**src/rtl/pipe_add_pkg.sv**
```systemverilog
// pipe_add_pkg: shared defaults, k-width helper and per-stage control payload
// for the approximate pipelined adder.
package pipe_add_pkg;
  localparam int DEF_WIDTH = 16;
  localparam int DEF_STAGES = 4;
  localparam int DEF_APPROX_MAX = DEF_WIDTH;
  function automatic int k_width(input int w);
    return $clog2(w + 1);
  endfunction
  typedef struct packed {
    logic valid;
    logic carry;
  } stage_ctl_t;
endpackage

```
**src/rtl/pipe_add_approx_add_seg.sv**
```systemverilog
// add_seg: combinational segment adder; masked bits OR their operands and kill the carry.
module add_seg #(
  parameter int SEG = 4
) (
  input  logic [SEG-1:0] a,
  input  logic [SEG-1:0] b,
  input  logic [SEG-1:0] m,
  input  logic           ci,
  output logic [SEG-1:0] s,
  output logic           co
);
  logic [SEG:0] c;
  always_comb begin
    c = '0;
    s = '0;
    c[0] = ci;
    for (int i = 0; i < SEG; i++) begin
      s[i] = m[i] ? a[i] | b[i] : a[i] ^ b[i] ^ c[i];
      c[i+1] = m[i] ? 1'b0 : (a[i] & b[i]) | (c[i] & (a[i] ^ b[i]));
    end
  end
  assign co = c[SEG];
endmodule

```
**src/rtl/pipe_add_approx.sv**
```systemverilog
// pipe_add_approx: STAGES-deep adder with a lower-part-OR approximation of the
// k least significant bits; one SEG-bit segment is resolved per stage.
module pipe_add_approx
  import pipe_add_pkg::*;
#(
  parameter int WIDTH = DEF_WIDTH,
  parameter int STAGES = DEF_STAGES,
  parameter int APPROX_MAX = WIDTH
) (
  input  logic                      clk,
  input  logic                      rst_n,
  input  logic                      in_valid,
  output logic                      in_ready,
  input  logic [WIDTH-1:0]          a,
  input  logic [WIDTH-1:0]          b,
  input  logic [k_width(WIDTH)-1:0] approx_k,
  output logic                      out_valid,
  input  logic                      out_ready,
  output logic [WIDTH:0]            sum
);
  localparam int SEG = WIDTH / STAGES;
  localparam int KW = k_width(WIDTH);
  localparam logic [KW-1:0] KMAX = KW'(APPROX_MAX);

  if (WIDTH % STAGES != 0 || APPROX_MAX > WIDTH || APPROX_MAX < 0) begin : g_bad_params
    $error("pipe_add_approx: WIDTH must divide by STAGES and APPROX_MAX must lie in 0..WIDTH");
  end

  stage_ctl_t       ctl_q [STAGES];
  stage_ctl_t       ctl_d [STAGES];
  logic [WIDTH-1:0] a_q [STAGES];
  logic [WIDTH-1:0] a_d [STAGES];
  logic [WIDTH-1:0] b_q [STAGES];
  logic [WIDTH-1:0] b_d [STAGES];
  logic [WIDTH-1:0] s_q [STAGES];
  logic [WIDTH-1:0] s_d [STAGES];
  logic [KW-1:0]    k_q [STAGES];
  logic [KW-1:0]    k_d [STAGES];
  logic             adv;
  logic [KW-1:0]    k_eff;

  assign adv = !ctl_q[STAGES-1].valid || out_ready;
  assign in_ready = adv;
  assign out_valid = ctl_q[STAGES-1].valid;
  assign sum = {ctl_q[STAGES-1].carry, s_q[STAGES-1]};
  assign k_eff = approx_k > KMAX ? KMAX : approx_k;

  for (genvar j = 0; j < STAGES; j++) begin : g_st
    logic [WIDTH-1:0] a_i, b_i, s_i;
    logic [KW-1:0]    k_i;
    logic             v_i, c_i, c_o;
    logic [SEG-1:0]   m, s_seg;
    if (j == 0) begin : g_head
      assign a_i = a;
      assign b_i = b;
      assign s_i = '0;
      assign k_i = k_eff;
      assign v_i = in_valid;
      assign c_i = 1'b0;
    end else begin : g_body
      assign a_i = a_q[j-1];
      assign b_i = b_q[j-1];
      assign s_i = s_q[j-1];
      assign k_i = k_q[j-1];
      assign v_i = ctl_q[j-1].valid;
      assign c_i = ctl_q[j-1].carry;
    end
    always_comb begin
      m = '0;
      for (int i = 0; i < SEG; i++) m[i] = (j * SEG + i) < int'(k_i);
    end
    add_seg #(.SEG(SEG)) u_seg (
      .a (a_i[j*SEG +: SEG]),
      .b (b_i[j*SEG +: SEG]),
      .m (m),
      .ci(c_i),
      .s (s_seg),
      .co(c_o)
    );
    assign ctl_d[j] = '{valid: v_i, carry: c_o};
    assign a_d[j] = a_i;
    assign b_d[j] = b_i;
    assign k_d[j] = k_i;
    assign s_d[j] = s_i | (WIDTH'(s_seg) << (j * SEG));
  end

  always_ff @(posedge clk or negedge rst_n) begin
    if (!rst_n) begin
      for (int j = 0; j < STAGES; j++) begin
        ctl_q[j] <= '0;
        a_q[j] <= '0;
        b_q[j] <= '0;
        s_q[j] <= '0;
        k_q[j] <= '0;
      end
    end else if (adv) begin
      ctl_q <= ctl_d;
      a_q <= a_d;
      b_q <= b_d;
      s_q <= s_d;
      k_q <= k_d;
    end
  end
endmodule

```
**config.mk**
```make
export PLATFORM = sky130hd
export DESIGN_NAME = pipe_add_approx
export DESIGN_NICKNAME = d
export VERILOG_FILES = /design/src/rtl/pipe_add_pkg.sv /design/src/rtl/pipe_add_approx_add_seg.sv /design/src/rtl/pipe_add_approx.sv
export SDC_FILE = /design/constraint.sdc
export NUM_CORES = 1
export LEC_CHECK = 0
export CELL_PAD_IN_SITES_DETAIL_PLACEMENT = 0
export CELL_PAD_IN_SITES_GLOBAL_PLACEMENT = 1
export CORE_UTILIZATION = 46
export DETAILED_ROUTE_END_ITERATION = 7
export PLACE_DENSITY_LB_ADDON = 0.15
export SLEW_MARGIN = 30
export SYNTH_ARGS = -nofsm -noshare
export SYNTH_HDL_FRONTEND = slang
export SYNTH_SLANG_ARGS = --single-unit
```
**constraint.sdc**
```tcl
create_clock -name clk -period 4.8 [get_ports clk]
set_input_delay 0.96 -clock clk [delete_from_list [all_inputs] [get_ports clk]]
set_output_delay 0.96 -clock clk [all_outputs]
set_load 0.005 [all_outputs]
```
# Word-level counts from Yosys, hierarchy flattened
# Index checks and enable logic that the tools add are counted.
# classes
magnitude_cmp,17
mux,33
bitwise,96
n_reduce_logical,2
# op_table
cell,count
"less-than comparator 4 x 5 -> 1 bit, first input constant",8
two-way mux 1 bit,32
bitwise AND 1 bit,31
OR 1 bit,31
bitwise XOR 1 bit,31
"less-than comparator 3 x 5 -> 1 bit, first input constant",4
OR 16 x 12 -> 16 bit,1
OR 16 bit,1
"less-than comparator 1 x 5 -> 1 bit, first input constant",2
"less-than comparator 2 x 5 -> 1 bit, first input constant",2
OR 4 x 8 -> 8 bit,1
"> comparator 5 bit, second input constant",1
two-way mux 5 bit,1
zero test 1 bit,1
logical OR 1 bit,1
# word_totals
regBits,171
inputBits,41
out_inout_bits,19

# Depth between registers and ports, before layout
# Gate-level depths: netlist (run 1).
# depth
word_depth,13
depth_mapped,12

# Hierarchy
# Synthesis (run 1) repeated with hierarchy kept, for this count alone.
# unflattened
hier_cells,375
area_unflattened_um2,5505.3
# by_module_without_submodules
module,instances,cells_each,area_per_inst_um2
pipe_add_approx,1,263,4614.4
add_seg,4,28,222.7

# Worst setup path after synthesis (run 1)
# Ideal clock, no wire load.
# synth_path
kind,input to register
start,input approx_k[3]
end,"register s_q, in the netlist g_st[1].s_i[3]"
setup_ps,139
arrival_time_ps,3072
path_slack_ps,1590
cell_stages,11
n_path_buf,1
cell_sequence,or4_1 > buf_2 > nor3b_1 > fa_1 > inv_1 > nor2_1 > fa_1 > and2_1 > fa_1 > o21ai_0 > a21oi_1
# synth_via
elab_chain_len,12
elab_cells_between_ends,15
# synth_lines
item,line_no,text
start: declaration,pipe_add_approx.sv:16,"input logic [k_width(WIDTH)-1:0] approx_k,"
> comparator 5 bit,pipe_add_approx.sv:46,assign k_eff = approx_k > KMAX ? KMAX : approx_k;
two-way mux 5 bit *,pipe_add_approx.sv:46,
less-than comparator 1 x 5 -> 1 bit,pipe_add_approx.sv:70,for (int i = 0; i < SEG; i++) m[i] = (j * SEG + i) < int'(k_i);
two-way mux 1 bit,pipe_add_approx_add_seg.sv:19,c[i+1] = m[i] ? 1'b0 : (a[i] & b[i]) | (c[i] & (a[i] ^ b[i]));
bitwise AND 1 bit,pipe_add_approx_add_seg.sv:19,
OR 1 bit,pipe_add_approx_add_seg.sv:19,
two-way mux 1 bit,pipe_add_approx_add_seg.sv:19,
bitwise AND 1 bit,pipe_add_approx_add_seg.sv:19,
OR 1 bit,pipe_add_approx_add_seg.sv:19,
two-way mux 1 bit,pipe_add_approx_add_seg.sv:19,
bitwise XOR 1 bit,pipe_add_approx_add_seg.sv:18,s[i] = m[i] ? a[i] | b[i] : a[i] ^ b[i] ^ c[i];
two-way mux 1 bit *,pipe_add_approx_add_seg.sv:18,
end signal: indexed assignment,pipe_add_approx.sv:93,s_q[j] <= '0;
end signal: assignment,pipe_add_approx.sv:100,s_q <= s_d;
end: declaration,pipe_add_approx.sv:35,logic [WIDTH-1:0] s_q [STAGES];
# Mark *: on every way between the ends. The rest lies on a longest branch, timed or not.
# A chain may end at the register's enable or synchronous reset.

# Worst setup path in the final report (run 1)
# layout_path
start,input approx_k[4]
end,"register s_q, in the netlist g_st[1].s_i[3]"
# The elaborated chain is that of the path after synthesis.

==> flow_results.xml, run 1 <==
<?xml version="1.0" encoding="UTF-8"?>
<metrics>
  <group name="cells_and_area">
    <metric name="final_nets" unit="">676</metric>
    <metric name="final_design_area_no_fill" unit="sq um">6030</metric>
    <metric name="flow.area_growth_from_synthesis" unit="%">18.3</metric>
    <metric name="mostFrequentLayoutCell" unit="">sky130_fd_sc_hd__nand2_1</metric>
    <metric name="final_layout_size_suffix_gt1_share" unit="%">5.10</metric>
    <metric name="n_antenna_cell" unit="">0</metric>
    <metric name="layout.cells.non_filler" unit="">748</metric>
    <metric name="finalCoreUtilization" unit="%">55.6</metric>
    <metric name="commonest_cells_after_routing_fill_and_taps_aside" unit="">226 x sky130_fd_sc_hd__nand2_1, 111 x sky130_fd_sc_hd__dfrtp_1, 58 x sky130_fd_sc_hd__clkdlybuf4s50_1</metric>
  </group>
  <group name="clocking">
    <metric name="cts_buffers" unit="">9</metric>
    <metric name="cts.root.buffer_cell" unit="">sky130_fd_sc_hd__clkbuf_8</metric>
    <metric name="cts_post_setup_buffers_inserted" unit="">0</metric>
    <metric name="ctsHoldBuffers" unit="">0</metric>
    <metric name="clk_pin_slew" unit="ns">0.10</metric>
    <metric name="clkLatencyLatePin" unit="ns">0.39</metric>
    <metric name="clockBufferDepth" unit="">2</metric>
    <metric name="cts_tree" unit="">built</metric>
    <metric name="cts_repair_resize_count" unit="">0</metric>
    <metric name="htreeDepth" unit="">3</metric>
    <metric name="cts_sinks" unit="">111</metric>
  </group>
  <group name="critical_path">
    <metric name="worstSetupStartpointType" unit="">primary input</metric>
    <metric name="most_common_cell_on_crit_path" unit="">sky130_fd_sc_hd__fa_1</metric>
    <metric name="cp_max_fo" unit="">9</metric>
    <metric name="worst_ep_required_time" unit="ns">5.04</metric>
    <metric name="worst_setup_path_end_kind" unit="">flip-flop</metric>
    <metric name="worstPathArrival" unit="ns">3.73</metric>
    <metric name="critPathMaxStageDelay" unit="ns">0.64</metric>
    <metric name="worst_path_dominant_cell_family" unit="">simple AND/OR/NAND/NOR gates</metric>
    <metric name="crit_path_cell_trace" unit="">clkdlybuf4s50_1 &gt; or4_1 &gt; nor3b_1 &gt; fa_1 &gt; inv_1 &gt; nor2_1 &gt; fa_1 &gt; and2_1 &gt; fa_1 &gt; o21ai_0 &gt; a21oi_1</metric>
    <metric name="critical_path_class" unit="">in -&gt; reg</metric>
    <metric name="critical_path.slowest_cell" unit="">sky130_fd_sc_hd__or4_1</metric>
    <metric name="number_of_buffer_and_inverter_stages_on_the_critical_path" unit="">2</metric>
  </group>
  <group name="place">
    <metric name="io_buffer_count" unit="">59</metric>
    <metric name="detailed_place_hpwl" unit="um">6560</metric>
    <metric name="placed_cells" unit="">732</metric>
    <metric name="globalplace.congestion" unit="">0.759</metric>
    <metric name="placed_cell_area" unit="sq um">5810</metric>
  </group>
  <group name="sta">
    <metric name="finClkSkew" unit="ns">0.0152</metric>
    <metric name="achievable-frequency" unit="MHz">286</metric>
    <metric name="final.period_utilization" unit="%">72.7</metric>
    <metric name="final-setup-viol-count" unit="">0</metric>
    <metric name="maxSlewHeadroom" unit="%">40.9</metric>
    <metric name="hold_violations" unit="">0</metric>
    <metric name="worstMarginPinSlew" unit="ns">0.886</metric>
    <metric name="setup_repair_after_global_routing_missed_its_margin" unit="">no</metric>
    <metric name="final.setup.tns" unit="ns">0</metric>
    <metric name="timing.final.crit_period" unit="ns">3.49</metric>
    <metric name="slew_viol_final" unit="">0</metric>
  </group>
  <group name="detailed_routing">
    <metric name="wl_per_cell" unit="um">13.0</metric>
    <metric name="detail_route.wirelength" unit="um">9720</metric>
    <metric name="num_vias" unit="">3695</metric>
    <metric name="detail_route.vias_per_cell" unit="">4.94</metric>
    <metric name="antenna_violating_nets_post_route" unit="">0</metric>
    <metric name="dr.first_iter.drc_count" unit="">175</metric>
    <metric name="drtPass1Iterations" unit="">6</metric>
    <metric name="detail_route.drc_violations" unit="">2</metric>
  </group>
  <group name="power">
    <metric name="seqPwrFrac" unit="%">46.5</metric>
    <metric name="power_switching_share" unit="%">35.7</metric>
    <metric name="internal-power" unit="mW">2.15</metric>
    <metric name="worst_ir_drop_vdd" unit="V">0.000426</metric>
    <metric name="netSwitchingPower" unit="mW">1.19</metric>
    <metric name="p_total" unit="mW">3.34</metric>
    <metric name="power.combinational.fraction" unit="%">34.9</metric>
    <metric name="static-leakage-power" unit="nW">2.99</metric>
    <metric name="power-per-cell-area" unit="nW/um^2">554</metric>
    <metric name="clock_power_share" unit="%">18.6</metric>
  </group>
  <group name="status">
    <metric name="status" unit="">finished, violations left</metric>
    <metric name="failed_checks" unit="">design-rule violations</metric>
  </group>
  <group name="job">
    <metric name="timing.max_cap.violations" unit="">0</metric>
  </group>
  <group name="synth">
    <metric name="avgSynthCellArea" unit="sq um">9.21</metric>
    <metric name="synth_sequential_area_ratio" unit="%">54.5</metric>
    <metric name="post_synthesis_net_count" unit="">627</metric>
    <metric name="unique_masters_post_synth" unit="">39</metric>
    <metric name="proportion_of_register_bits_with_asynchronous_set_or_reset_after_synthesis" unit="%">100</metric>
    <metric name="synth-main-ff-cell" unit="">sky130_fd_sc_hd__dfrtp_1</metric>
    <metric name="synthCells" unit="">554</metric>
    <metric name="synth.cell_area" unit="sq um">5100</metric>
    <metric name="yosys_warnings" unit="">0</metric>
    <metric name="postSynthRegisterBits" unit="">111</metric>
    <metric name="synth_edf_count" unit="">0</metric>
  </group>
  <group name="grt">
    <metric name="vias_in_the_first_global_route" unit="">3639</metric>
    <metric name="grt_pass1_wl" unit="um">16500</metric>
    <metric name="global_route.usage.total" unit="%">18.6</metric>
    <metric name="grt_overflow" unit="">0</metric>
    <metric name="grt_start_max_net_pins" unit="">89</metric>
    <metric name="grt_antenna_before_repair" unit="">0</metric>
  </group>
  <group name="floorplanning">
    <metric name="floorplan.die.width" unit="um">107</metric>
    <metric name="die-area" unit="sq um">11500</metric>
    <metric name="i_o_pins" unit="">60</metric>
    <metric name="core_region_area" unit="sq um">10800</metric>
    <metric name="die_h" unit="um">107</metric>
    <metric name="initial_utilization" unit="%">47.0</metric>
    <metric name="placementRows" unit="">38</metric>
  </group>
  <group name="hold_path">
    <metric name="hp-class" unit="">reg -&gt; reg</metric>
  </group>
</metrics>
## sequential cells by signal, summed over array words and instances (netlist names)
| name | flops |
|---|---|
| g_st.v_i | 3 |
| g_st.k_i | 15 |
| g_st.a_i | 24 |
| g_st.s_i | 24 |
| g_st.b_i | 24 |
| g_st.c_i | 3 |
| out_valid | 1 |
| sum | 17 |
## kinds of logic (layout without fill, tap and decap cells)
| group | after synthesis | after routing | share of synthesized area, % |
|---|---|---|---|
| AND/OR/NAND/NOR | 270 | 270 | 21.3 |
| flip-flops | 111 | 111 | 54.5 |
| buffers and inverters | 69 | 123 | 5.10 |
| AO/OA/AOI/OAI | 68 | 68 | 8.22 |
| adder cells (fa/ha/maj) | 32 | 32 | 10.1 |
| multiplexers | 4 | 4 | 0.834 |
## cells in the mapped netlist, types with 3 or more instances
cell                       instances  share of area [%]
sky130_fd_sc_hd__and3_1            3               0.37
sky130_fd_sc_hd__o31ai_1           6               0.88
sky130_fd_sc_hd__dfrtp_1         111                 54
sky130_fd_sc_hd__nor2_1           16                1.2
sky130_fd_sc_hd__a21oi_1          10               0.98
sky130_fd_sc_hd__and2_1            3               0.37
sky130_fd_sc_hd__o21ai_0          31                3.0
sky130_fd_sc_hd__nand2_1         226                 17
sky130_fd_sc_hd__a21boi_0          3               0.44
sky130_fd_sc_hd__clkbuf_1         25                1.8
sky130_fd_sc_hd__nand3_1           5               0.49
sky130_fd_sc_hd__fa_1             15                5.9
sky130_fd_sc_hd__nand3b_1          4               0.59
sky130_fd_sc_hd__ha_1             17                4.2
sky130_fd_sc_hd__inv_1            43                3.2
## metrics by stage
stage / hold slack, ns / setup WS (ns)
after floorplan: 0.430 / 1.59
after CTS: 0.478 / 1.32
final: 0.471 / 1.31
after detailed placement: 0.455 / 0.905
after global routing: 0.488 / 1.10
after global placement: 0.442 / 0.965
## metal layers
layer | up-vias | wire, um | GRT usage [%]
li1 | 1826 | - | -
met1 | 1799 | 4470 | 23.5
met2 | 57 | 4800 | 31.3
met3 | 13 | 271 | 2.78
met4 | 0 | 180 | 8.71
met5 | - | 0 | 0
## tightest hold or removal path, stage by stage (launching register included)
cell and delay, ns:
sky130_fd_sc_hd__dfrtp_1 0.35, sky130_fd_sc_hd__nand2_1 0.05, sky130_fd_sc_hd__nand2_1 0.04
## power groups by stage
| stage | clock [mW] | combinational, mW | sequential [mW] |
|---|---|---|---|
| after global routing | 0.666 | 1.37 | 1.61 |
| after floorplan | 0 | 0.776 | 1.52 |
| after CTS | 0.640 | 1.19 | 1.56 |
| after detailed placement | 0 | 1.19 | 1.58 |
| final | 0.620 | 1.17 | 1.55 |
| after global placement | 0 | 1.15 | 1.57 |
## layout make-up
class	instances	area [sq um]
Fill cell	1034	4810
Sequential cell	111	2780
Multi-Input combinational cell	374	2070
Timing Repair Buffer	64	626
Tap cell	140	175
Inverter	43	163
Clock buffer	10	128
Clock inverter	6	92.6
## worst paths after layout
path | start | end | slack, ns | depth (start not counted)
min reg2reg | sum[9] | sum[9] | 0.47 | 2
max reg2reg | g_st[2].k_i[2] | g_st[3].s_i[11] | 2.07 | 11
min in group asynchronous | rst_n | g_st[2].b_i[13] | 0.49 | 1
max in group asynchronous | rst_n | g_st[2].k_i[0] | 3.43 | 2
min | sum[9] | sum[9] | 0.47 | 2
max | approx_k[4] | g_st[1].s_i[3] | 1.31 | 11
No activity file was read; power rests on OpenSTA's default activity.
==> inputs of run 2 (changes only) <==
- CORE_UTILIZATION: 46 -> 39
- clock period: 4.8 -> 3.2 ns (I/O delays scaled with it)
==> flow_results.xml, run 2 (same netlist as run 1, synthesis figures left out) <==
<?xml version="1.0" encoding="UTF-8"?>
<metrics>
  <group name="grt">
    <metric name="grt_overflow" unit="">0</metric>
    <metric name="global_route.usage.total" unit="%">16.6</metric>
    <metric name="grt_start_max_net_pins" unit="">138</metric>
    <metric name="grt_pass1_wl" unit="um">17300</metric>
    <metric name="grt_antenna_before_repair" unit="">0</metric>
    <metric name="vias_in_the_first_global_route" unit="">3612</metric>
  </group>
  <group name="detailed_routing">
    <metric name="wl_met2" unit="um">4900</metric>
    <metric name="wl_met1" unit="um">4670</metric>
    <metric name="detail_route.vias_per_cell" unit="">4.64</metric>
    <metric name="antenna_violating_nets_post_route" unit="">0</metric>
    <metric name="detail_route.wirelength" unit="um">10100</metric>
    <metric name="num_vias" unit="">3643</metric>
    <metric name="route.met3.wl" unit="um">325</metric>
    <metric name="dr.first_iter.drc_count" unit="">242</metric>
    <metric name="top_layer" unit="">met4</metric>
    <metric name="wl_per_cell" unit="um">12.9</metric>
    <metric name="detail_route.drc_violations" unit="">0</metric>
    <metric name="drtPass1Iterations" unit="">4</metric>
  </group>
  <group name="sta">
    <metric name="worstMarginPinSlew" unit="ns">0.874</metric>
    <metric name="slew_viol_final" unit="">0</metric>
    <metric name="achievable-frequency" unit="MHz">329</metric>
    <metric name="fin_ws" unit="ns">0.156</metric>
    <metric name="final.setup.tns" unit="ns">0</metric>
    <metric name="final.period_utilization" unit="%">95.1</metric>
    <metric name="maxSlewHeadroom" unit="%">41.7</metric>
    <metric name="hold_violations" unit="">0</metric>
    <metric name="finClkSkew" unit="ns">0.00847</metric>
    <metric name="setup_repair_after_global_routing_missed_its_margin" unit="">no</metric>
    <metric name="final-setup-viol-count" unit="">0</metric>
    <metric name="timing.final.crit_period" unit="ns">3.04</metric>
  </group>
  <group name="job">
    <metric name="timing.max_cap.violations" unit="">0</metric>
  </group>
  <group name="clocking">
    <metric name="clk_pin_slew" unit="ns">0.07</metric>
    <metric name="ctsHoldBuffers" unit="">0</metric>
    <metric name="clockBufferDepth" unit="">2</metric>
    <metric name="cts.root.buffer_cell" unit="">sky130_fd_sc_hd__clkbuf_16</metric>
    <metric name="clkLatencyLatePin" unit="ns">0.35</metric>
    <metric name="cts_tree" unit="">built</metric>
    <metric name="cts_post_setup_buffers_inserted" unit="">0</metric>
    <metric name="cts_buffers" unit="">9</metric>
    <metric name="cts_sinks" unit="">111</metric>
    <metric name="htreeDepth" unit="">3</metric>
    <metric name="cts_repair_resize_count" unit="">0</metric>
  </group>
  <group name="power">
    <metric name="clock_power_share" unit="%">22.1</metric>
    <metric name="seqPwrFrac" unit="%">44.3</metric>
    <metric name="power_switching_share" unit="%">34.6</metric>
    <metric name="netSwitchingPower" unit="mW">1.82</metric>
    <metric name="power.combinational.fraction" unit="%">33.6</metric>
    <metric name="power-per-cell-area" unit="nW/um^2">846</metric>
    <metric name="worst_ir_drop_vdd" unit="V">0.000489</metric>
    <metric name="p_total" unit="mW">5.27</metric>
    <metric name="static-leakage-power" unit="nW">3.07</metric>
    <metric name="internal-power" unit="mW">3.45</metric>
  </group>
  <group name="place">
    <metric name="dpl_worst_slack" unit="ns">-0.232</metric>
    <metric name="detailed_place_hpwl" unit="um">6730</metric>
    <metric name="io_buffer_count" unit="">59</metric>
    <metric name="globalplace.congestion" unit="">0.742</metric>
    <metric name="placed_cells" unit="">769</metric>
  </group>
  <group name="critical_path">
    <metric name="critical_path_class" unit="">in -&gt; reg</metric>
    <metric name="worst_ep_required_time" unit="ns">3.40</metric>
    <metric name="cp_max_fo" unit="">2</metric>
    <metric name="worstSetupStartpointType" unit="">primary input</metric>
    <metric name="worst_setup_path_end_kind" unit="">flip-flop</metric>
    <metric name="worstPathArrival" unit="ns">3.25</metric>
  </group>
  <group name="cells_and_area">
    <metric name="layout.cells.non_filler" unit="">785</metric>
    <metric name="n_fill_cell" unit="">1257</metric>
    <metric name="flow.area_growth_from_synthesis" unit="%">22.2</metric>
    <metric name="final_layout_size_suffix_gt1_share" unit="%">6.04</metric>
    <metric name="n_antenna_cell" unit="">0</metric>
    <metric name="finalCoreUtilization" unit="%">49.2</metric>
    <metric name="commonest_cells_after_routing_fill_and_taps_aside" unit="">226 x sky130_fd_sc_hd__nand2_1, 111 x sky130_fd_sc_hd__dfrtp_1, 58 x sky130_fd_sc_hd__clkdlybuf4s50_1</metric>
    <metric name="mostFrequentLayoutCell" unit="">sky130_fd_sc_hd__nand2_1</metric>
    <metric name="final_nets" unit="">681</metric>
  </group>
  <group name="floorplanning">
    <metric name="placementRows" unit="">41</metric>
    <metric name="floorplan.die.width" unit="um">116</metric>
    <metric name="die_h" unit="um">116</metric>
    <metric name="core_region_area" unit="sq um">12700</metric>
    <metric name="i_o_pins" unit="">60</metric>
    <metric name="initial_utilization" unit="%">40.2</metric>
    <metric name="die-area" unit="sq um">13500</metric>
  </group>
  <group name="hold_path">
    <metric name="hp-class" unit="">in -&gt; async</metric>
  </group>
  <group name="status">
    <metric name="status" unit="">finished, final reports clean</metric>
  </group>
</metrics>
==> run 2: changes by cell type in the layout (fill, tap and decap cells not counted), sizes merged <==
cell      before  now
buf            6   11
bufinv         2    1
clkbuf        10   11
clkinvlp       2    1
inv           43   44
==> run 2: cell type report <==
cell class	count	area [sq um]	share of cell area [%]
clock buffer	11	253	4.06
sequential	111	2780	44.6
clock inverter	5	63.8	1.02
timing repair buffer	69	688	11.0
multi-input combinational	374	2070	33.2
inverter	43	164	2.63
tap	172	215	3.45
==> run 2: critical path, stage by stage <==
cell                              delay, ns
sky130_fd_sc_hd__clkdlybuf4s50_1       0.42
sky130_fd_sc_hd__or4_1                 0.57
sky130_fd_sc_hd__nor3b_1               0.28
sky130_fd_sc_hd__fa_1                  0.21
sky130_fd_sc_hd__inv_1                 0.04
sky130_fd_sc_hd__nor2_1                0.13
sky130_fd_sc_hd__fa_1                  0.17
sky130_fd_sc_hd__and2_1                0.13
sky130_fd_sc_hd__fa_1                  0.40
sky130_fd_sc_hd__o21ai_0               0.16
sky130_fd_sc_hd__a21oi_1               0.08
==> run 2: metal layers <==
metal / track usage, % / vias to the layer above
met5: 0 / -
met1: 20.8 / 1746
li1: - / 1841
met2: 28.2 / 46
met3: 4.26 / 10
met4: 5.47 / 0
==> run 2: power groups by stage <==
stage / clock [mW] / combinational (mW) / sequential (mW)
2_1_floorplan: 0 / 1.16 / 2.28
3_3_place_gp: 0 / 1.75 / 2.35
3_5_place_dp: 0 / 1.81 / 2.38
4_1_cts: 1.21 / 1.81 / 2.35
5_1_grt: 1.26 / 2.08 / 2.42
6_report: 1.17 / 1.77 / 2.33
==> run 2: path summary, 6_finish.rpt <==
path                                startpoint              end  slack [ns]  depth (start not counted)
worst max-delay path               approx_k[3]   g_st[1].s_i[3]        0.16                         11
worst min-delay path                     rst_n  g_st[2].a_i[12]        0.26                          1
worst max register to register  g_st[2].k_i[2]      g_st[3].c_i        0.57                         11
worst min register to register         sum[11]          sum[11]        0.46                          2
max in group asynchronous                rst_n   g_st[1].a_i[8]        2.17                          2
min in group clk                       sum[11]          sum[11]        0.46                          2
==> run 2: per-stage QoR <==
stage	hold WS (ns)	area (sq um)
5_1_grt	0.291	6230
3_5_place_dp	0.452	5910
6_report	0.263	6230
3_3_place_gp	0.442	5910
2_1_floorplan	0.344	5100
4_1_cts	0.280	6230
==> edit (config.mk and constraints of run 2) <==
Change the package constant `DEF_STAGES` from 4 to 8.
--- a/src/rtl/pipe_add_pkg.sv
+++ b/src/rtl/pipe_add_pkg.sv
@@ -2,7 +2,7 @@
 // for the approximate pipelined adder.
 package pipe_add_pkg;
   localparam int DEF_WIDTH = 16;
-  localparam int DEF_STAGES = 4;
+  localparam int DEF_STAGES = 8;
   localparam int DEF_APPROX_MAX = DEF_WIDTH;
   function automatic int k_width(input int w);
     return $clog2(w + 1);
Behaviour: not the same (Yosys sat finds a counterexample within 10 cycles, from zero or initial values and one cycle with rst_n low).
==> edit against run 2 <==
Wire length is 69% higher; largest power group unchanged; final area up 85%; sequential cell count up 124; total power is 110% higher; worst setup slack better by 0.42 ns; final cell count up 85%; register-to-register slack better by 0.34 ns; hold slack worse by 0.17 ns; sequential power grew 110%; highest routed layer unchanged; area after synthesis increased by 90%; count of clock-buffer cells in the layout increased by 28.
==> edit: results (changes against run 2) <==
[status]
status = completed

[power]
leakage_nw = 5.87  ; +91%
ir_worst_vdd_uv = 330  ; -32%

[worst_setup_path]
critPathMaxStageDelay_ns = 0.47  ; -0.10 ns
slowest_stage = clkdlybuf4s50_1
crit_fanout = 33  ; +31
cp_data_arrival_time_ns = 1.98  ; -1.27 ns

[grt]
grt_first_pass_wirelength_um = 30800  ; +79%
track_usage_pct = 14.3  ; -2.3 points
grt_pass1_vias = 6589  ; +82%
grt_max_degree = 123  ; -11%
antenna_found_initial = 0  ; unchanged

[clock_tree]
htreeDepth = 1  ; -2
cts_inserted_buffers = 26  ; +17
cts_buffer_depth = 3  ; +1
insertion_delay_ns = 0.52  ; +0.17 ns
cts.clk_slew.worst_paths_ns = 0.06

[placement]
post_dp_cell_area_um2 = 10600  ; +80%
pre_cts_ws_ns = 0.399  ; +0.631 ns
place_congestion = 0.684  ; -7.8%
hpwl_um = 10200  ; +51%

[synth]
synthTopCellsByCount = nand2_1 (576), dfrtp_1 (235), inv_1 (45)
synth_cell_types = 38  ; -2.6%
synth_area_leaders = dfrtp_1 (61%), nand2_1 (22%), fa_1 (3.1%), ha_1 (2.2%), o21ai_0 (2.0%)
ys_seq_area_share_pct = 60.6  ; +6.2 points
synth_nets = 1134  ; +81%

[timing]
tightest_slew_ns = 0.666  ; -0.208 ns
skew_ns = 0.00790  ; -0.000576 ns

[layout]
layout.nets = 1179  ; +73%
drive_gt1_share_pct = 5.95  ; -0.086 points
nFillCells = 2403  ; +91%

[route]
drt_iter0_markers = 418  ; +73%
wl_per_cell_um = 11.8  ; -8.4%
vias = 6462  ; +77%

-- edit: report_power, final --
part / internal, mW / leakage, nW / total (mW) / switching (mW)
Combinational: 1.26 / 2.55 / 2.96 / 1.70
Clock: 1.80 / 0.433 / 2.96 / 1.16
Sequential: 4.26 / 2.89 / 4.94 / 0.677
-- edit: path summary, 6_finish.rpt --
kind | from | to | slack, ns | cells past startpoint
max reg2reg | g_st[1].k_i[4]$_DFFE_PN0P_ | g_st[2].s_i[3]$_DFFE_PN0P_ | 0.91 | 5
min | rst_n | g_st[6].s_i[4]$_DFFE_PN0P_ | 0.09 | 1
max in group asynchronous | rst_n | g_st[2].a_i[9]$_DFFE_PN0P_ | 2.30 | 2
max | out_ready | in_ready | 0.58 | 4
min in group clk | g_st[7].v_i$_DFFE_PN0P_ | g_st[7].v_i$_DFFE_PN0P_ | 0.46 | 2
min reg2reg | g_st[7].v_i$_DFFE_PN0P_ | g_st[7].v_i$_DFFE_PN0P_ | 0.46 | 2
-- edit: layer usage --
metal  vias up  routed length (um)  GRT usage, %
met5         -                   0             0
met4         0                 403          4.11
met3        26                 524          2.36
met2        79                7440          22.8
met1      3000                8700          20.2
li1       3357                   -             -
-- edit: cell families (layout without fill, tap and decap cells) --
group           after synthesis  in the layout  synth area share, %
mux                           9              9                 1.01
buf+inv                      98            163                 4.05
flops                       235            235                 60.6
fa+ha+maj                    32             32                 5.29
compound gates               73             73                 4.58
simple gates                614            614                 24.4
-- edit: through the flow --
step	std cells	power, mW	util (%)
final	1450	10.9	47.3
after global routing	1450	11.9	47.3
after CTS	1450	11.1	47.3
after detailed placement	1402	8.06	43.7
after global placement	1402	7.96	43.7
after floorplan	1061	7.02	-
-- edit: worst max-delay path: cells and delay by family --
family,cells,cell delay (ns)
buf+inv,3,1.05
simple gates,1,0.27
-- edit: layout make-up --
| cell class | instances | share of cell area (%) |
|---|---|---|
| inverters | 45 | 1.53 |
| clock inverters | 9 | 0.652 |
| clock buffers | 39 | 6.96 |
| repair buffers | 70 | 6.44 |
| well taps | 324 | 3.52 |
| multi-input cells | 728 | 29.8 |
| flip-flops and latches | 235 | 51.1 |
